===== config.mk =====
export PLATFORM = sky130hd
export DESIGN_NAME = weight_stream_scheduler
export DESIGN_NICKNAME = d
export VERILOG_FILES = /design/src/rtl/weight_stream_scheduler.sv
export SDC_FILE = /design/constraint.sdc
export NUM_CORES = 1
export LEC_CHECK = 0
export ABC_AREA = 1
export CAP_MARGIN = 10
export CORE_AREA = 2 2 230 232
export DETAILED_ROUTE_END_ITERATION = 6
export DIE_AREA = 0 0 232 234
export PLACE_DENSITY = 0.65
export SLEW_MARGIN = 5
export SYNTH_ARGS = -nofsm -noshare
export SYNTH_HDL_FRONTEND = slang
export SYNTH_SLANG_ARGS = --single-unit

===== constraint.sdc =====
create_clock -name clk -period 5.15 [get_ports clk]
set_input_delay 0.515 -clock clk [delete_from_list [all_inputs] [get_ports clk]]
set_output_delay 0.515 -clock clk [all_outputs]
set_load 0.1 [all_outputs]

===== src/rtl/weight_stream_scheduler.sv =====
// Streams full passes over a 2-cycle-latency parameter ROM into a valid/ready interface,
// using credit-based issue so the 4-entry output FIFO can never overflow.
module weight_stream_scheduler #(
    parameter int DATA_WIDTH = 128,
    parameter int DEPTH      = 2304,
    parameter int ADDR_WIDTH = $clog2(DEPTH) + 1,
    parameter int PASS_WIDTH = 8
) (
    input  logic                  clk,
    input  logic                  rst,
    input  logic                  start,
    input  logic [PASS_WIDTH-1:0] num_passes,
    output logic                  busy,
    output logic                  done,
    output logic [ADDR_WIDTH-1:0] rom_addr,
    output logic                  rom_ce,
    input  logic [DATA_WIDTH-1:0] rom_q,
    output logic [DATA_WIDTH-1:0] data_out,
    output logic                  data_out_valid,
    input  logic                  data_out_ready,
    output logic                  data_out_last
);

    localparam int FIFO_DEPTH = 4;
    localparam logic [ADDR_WIDTH-1:0] LAST_ADDR = ADDR_WIDTH'(DEPTH - 1);

    typedef enum logic [1:0] {StIdle, StRun, StDrain} state_t;

    state_t                state_q, state_d;
    logic [ADDR_WIDTH-1:0] addr_q, addr_d;
    logic [PASS_WIDTH-1:0] passes_q, passes_d;
    logic                  done_q, done_d;
    logic                  s1_valid_q, s1_valid_d, s1_last_q, s1_last_d;
    logic                  s2_valid_q, s2_valid_d, s2_last_q, s2_last_d;

    logic [DATA_WIDTH-1:0] fifo_data [FIFO_DEPTH];
    logic [FIFO_DEPTH-1:0] fifo_last;
    logic [1:0]            wr_ptr_q, rd_ptr_q;
    logic [2:0]            fifo_count_q, fifo_count_d;

    logic [1:0]            inflight;
    logic                  credit_ok, issue, issue_last, push, pop;

    assign busy           = (state_q != StIdle);
    assign done           = done_q;
    assign rom_addr       = addr_q;
    assign rom_ce         = 1'b1;
    assign data_out_valid = (fifo_count_q != 3'd0);
    assign data_out       = data_out_valid ? fifo_data[rd_ptr_q] : '0;
    assign data_out_last  = data_out_valid & fifo_last[rd_ptr_q];

    // Pops in the current cycle are deliberately not credited back to issue.
    always_comb begin
        inflight   = {1'b0, s1_valid_q} + {1'b0, s2_valid_q};
        credit_ok  = ({1'b0, fifo_count_q} + {2'b00, inflight}) < 4'(FIFO_DEPTH);
        issue      = (state_q == StRun) && credit_ok;
        issue_last = (addr_q == LAST_ADDR);
        push       = s2_valid_q;
        pop        = data_out_valid && data_out_ready;
    end

    always_comb begin
        fifo_count_d = fifo_count_q;
        unique case ({push, pop})
            2'b10:   fifo_count_d = fifo_count_q + 3'd1;
            2'b01:   fifo_count_d = fifo_count_q - 3'd1;
            default: fifo_count_d = fifo_count_q;
        endcase
    end

    always_comb begin
        state_d    = state_q;
        addr_d     = addr_q;
        passes_d   = passes_q;
        done_d     = 1'b0;
        s1_valid_d = issue;
        s1_last_d  = issue && issue_last;
        s2_valid_d = s1_valid_q;
        s2_last_d  = s1_last_q;

        unique case (state_q)
            StIdle: begin
                // A start coinciding with the done pulse is ignored.
                if (start && !done_q) begin
                    if (num_passes == '0) begin
                        done_d = 1'b1;
                    end else begin
                        state_d  = StRun;
                        passes_d = num_passes;
                        addr_d   = '0;
                    end
                end
            end
            StRun: begin
                if (issue) begin
                    if (issue_last) begin
                        addr_d = '0;
                        if (passes_q == PASS_WIDTH'(1)) begin
                            state_d = StDrain;
                        end else begin
                            passes_d = passes_q - PASS_WIDTH'(1);
                        end
                    end else begin
                        addr_d = addr_q + ADDR_WIDTH'(1);
                    end
                end
            end
            StDrain: begin
                // Finish once the last word leaves, so done never overlaps valid.
                if (fifo_count_d == 3'd0 && !s1_valid_d && !s2_valid_d) begin
                    state_d = StIdle;
                    done_d  = 1'b1;
                end
            end
            default: state_d = StIdle;
        endcase
    end

    always_ff @(posedge clk) begin
        if (rst) begin
            state_q      <= StIdle;
            addr_q       <= '0;
            passes_q     <= '0;
            done_q       <= 1'b0;
            s1_valid_q   <= 1'b0;
            s1_last_q    <= 1'b0;
            s2_valid_q   <= 1'b0;
            s2_last_q    <= 1'b0;
            wr_ptr_q     <= '0;
            rd_ptr_q     <= '0;
            fifo_count_q <= '0;
        end else begin
            state_q      <= state_d;
            addr_q       <= addr_d;
            passes_q     <= passes_d;
            done_q       <= done_d;
            s1_valid_q   <= s1_valid_d;
            s1_last_q    <= s1_last_d;
            s2_valid_q   <= s2_valid_d;
            s2_last_q    <= s2_last_d;
            fifo_count_q <= fifo_count_d;
            if (push) wr_ptr_q <= wr_ptr_q + 2'd1;
            if (pop)  rd_ptr_q <= rd_ptr_q + 2'd1;
        end
    end

    // Storage needs no reset: the read side is gated by the reset-cleared count.
    always_ff @(posedge clk) begin
        if (push) begin
            fifo_data[wr_ptr_q] <= rom_q;
            fifo_last[wr_ptr_q] <= s2_last_q;
        end
    end

endmodule


==> impl_metrics.yaml, run 1 <==
power:
  power_frac_seq_pct: 31.0
  finalPower_mw: 16.4
  p_int_mw: 8.67
  switching_share_pct: 47.1
  clkPwrFrac_pct: 23.5
  peakVddDrop_v: 0.000635
  p_comb_share_pct: 45.4
  p_sw_mw: 7.72
  powerDensity_nw_per_um2: 606
  leakage_nw: 9.27
cts:
  htree_num_levels: 2
  cts.path.max_buffers: 3
  clk_pin_slew_worst_paths_ns: 0.06
  cts_setup_buffers: 0
  clkLatencyLatePin_ns: 0.60
  cts_hold_repair.buffers: 0
  cts-root-buf: "clkbuf_16"
  cts_tree: "yes"
  clock-sinks: 553
  postCtsResizedCells: 0
  cts_buffers: 56
timing:
  slew_headroom_pct: 30.2
  hold_viol_final: 0
  clock_skew_ns: 0.0145
  rsz0062_at_grt: "no"
  fmax_ghz: 0.222
  post-route-min-period_ns: 4.50
  post-route-period-util_pct: 87.4
  setup_violations: 0
  tightestPinTransition_ns: 1.04
  drv_slew: 0
  fin_setup_tns_ns: 0
critical_path:
  ff2ff_path_depth: 14
  path_class: "flip-flop to output port"
  critical_path.max_fanout: 94
  reg2reg_to: "state_q[1]$_SDFFE_PP0P_"
  r2r_start: "fifo_count_q[1]$_SDFF_PP0_"
  crit_arrival_ns: 3.99
  r2r_slack_ns: 2.42
  cp-end-kind: "output port"
  critPathLaunchType: "flip-flop"
  worstPathRequired_ns: 4.64
routing:
  routed_wl_mm: 52.4
  vias_per_cell: 5.08
  wire_per_inst_um: 18.4
  vias: 14460
  drc: 0
  drtPass1Iterations: 5
  ant_nets: 0
  drt_iter0_markers: 1066
place:
  place.gp.congestion: 0.813
  dp_cells: 2739
  numPortBuffers: 284
  dpl.hpwl_mm: 29.7
cells_and_area:
  layout_common_cells: "nor2_1 (577), edfxtp_1 (516), o21ai_0 (262), clkdlybuf4s50_1 (239), a21oi_1 (146)"
  layout_commonest_cell: "nor2_1"
  drive_gt1_share_pct: 8.02
  final_util_pct: 52.0
  nFillCells: 4438
  seq_area_um2: 16200
  final_cell_count_no_fill: 2844
  n_antenna_cell: 0
  area_delta_synth_final_pct: 23.2
  multi_input_area_um2: 5070
  layout.nets: 2259
synthesis:
  synth_area_um2: 22000
  syn-num-nets: 2006
  synth_cell_type_count: 31
  synthAdderAreaFrac_pct: 0.604
  synth_top_family_by_area: "simple AND/OR/NAND/NOR gates"
  synth-simple-area-share_pct: 12.7
  synth_mux_area_share_pct: 0.0456
  ys_warn_count: 0
  syn_inst: 1856
  synthXorXnorAreaFrac_pct: 0.120
  ys_ff_latch: 553
  syn_avg_cell_area_um2: 11.8
  synth_compound_area_share_pct: 9.60
  yosysSeqAreaShare_pct: 73.9
global_route:
  first_global_vias: 13882
  grt_overflow: 0
  antenna_found_initial: 5
  grt_pass1_wl_mm: 79.6
  grt_max_degree: 182
  grt_usage_pct: 18.9
worst_hold_path:
  holdPathEnd: "s2_last_q$_SDFF_PP0_"
  min_path_cells: 2
  hp-class: "flip-flop to flip-flop"
  worstHoldStart: "s1_last_q$_SDFF_PP0_"
flow_run:
  maxCapViolations: 0
die:
  dieArea_um2: 54300
  start_util_pct: 42.2
  core_area_um2: 52000
  rows: 84
  io_pins: 286
  fp.dieH_um: 234
  die_w_um: 232
outcome:
  outcome: "completed"
per-stage QoR:
step	setup slack, ns	hold slack (ns)	cell area [um2]
CTS	0.547	0.426	27100
global route	0.418	0.435	27100
floorplan	1.57	0.388	22000
global placement	1.26	0.421	25300
detailed placement	1.21	0.415	25300
finish	0.646	0.427	27100
power by group through the flow:
stage                     Clock, mW  Sequential [mW]  Combinational (mW)
after floorplan                   0             5.17                5.67
after global placement            0             5.18                7.46
after detailed placement          0             5.18                7.48
after CTS                      3.95             5.09                7.50
after global routing           4.13             5.09                7.80
final                          3.86             5.09                7.45
worst max path at each step:
stage | start | endpoint | slack, ns | cells after the start
detailed placement | flip-flop | data_out[121] | 1.21 | 6
global placement | flip-flop | data_out[9] | 1.26 | 6
global route | flip-flop | data_out[10] | 0.42 | 6
floorplan | wr_ptr_q[0]$_SDFFE_PP0P_ | fifo_data[2][0]$_DFFE_PP_ | 1.57 | 4
CTS | flip-flop | data_out[121] | 0.55 | 6
finish | flip-flop | data_out[121] | 0.65 | 6
worst max-delay path, stage by stage (launching register included):
cell and delay (ns):
dfxtp_4 0.87, inv_4 0.36, buf_12 0.36, nor2_1 0.19
o21ai_1 0.09, a21oi_1 0.24, clkdlybuf4s50_1 1.18
synth_stat cells:
library cell	count	area, um2
a21oi_1	146	731
a21oi_2	1	8.76
a31oi_1	1	6.26
buf_1	7	26.3
buf_2	47	235
buf_4	2	15.0
buf_6	1	11.3
clkbuf_1	48	180
conb_1	1	3.75
dfxtp_1	37	741
edfxtp_1	516	15500
fa_1	1	20.0
ha_1	9	113
inv_1	46	173
inv_2	8	30.0
mux2i_1	1	10.0
nand2_1	85	319
nand2_2	7	43.8
nand3_1	22	110
nand3b_1	1	7.51
nand4_1	5	31.3
nor2_1	578	2170
nor2_2	3	18.8
nor2_4	3	33.8
nor2_8	1	20.0
nor3_1	4	20.0
nor3_2	1	10.0
o21ai_0	262	1310
o21ai_1	7	35.0
o21ai_2	2	17.5
xor2_1	3	26.3
state kept, by name, indices dropped and copies added (netlist names), 2 cells and up, named ones only:
| register | flops |
|---|---|
| rom_addr | 13 |
| fifo_last | 4 |
| passes_q | 8 |
| wr_ptr_q | 2 |
| state_q | 2 |
| rd_ptr_q | 2 |
| fifo_count_q | 3 |
| fifo_data | 512 |
routing by layer:
layer	vias up	GRT usage (%)	part of all wire [%]
met4	10	4.99	1.9
met5	-	0	0.14
met3	71	3.78	6.2
met2	436	31.2	48
met1	6960	25.8	44
li1	6983	-	-
cell type report:
class,instances,share of cell area (%)
Tap cell,688,3.18
Timing Repair Buffer,300,10.8
Multi-Input combinational cell,1144,18.7
Clock buffer,69,5.51
Sequential cell,553,60.0
Clock inverter,36,0.938
Inverter,54,0.851
cells by family after synthesis:
family,count (synthesis)
buffers and inverters,159
other,1
AOI/OAI and AO/OA,419
xor gates and xnor gates,3
DFF,553
muxes,1
and+or+nand+nor,710
adders and majority gates,10
(Power assumes the default switching activity.)
==> run 2, diff against run 1 <==
--- a/config.mk
+++ b/config.mk
@@ -15,3 +15,4 @@
 export SYNTH_ARGS = -nofsm -noshare
 export SYNTH_HDL_FRONTEND = slang
 export SYNTH_SLANG_ARGS = --single-unit
+export TNS_END_PERCENT = 20
==> results of run 2 <==
Same layout as run 1: the final DEF is identical, and so are final timing and power.
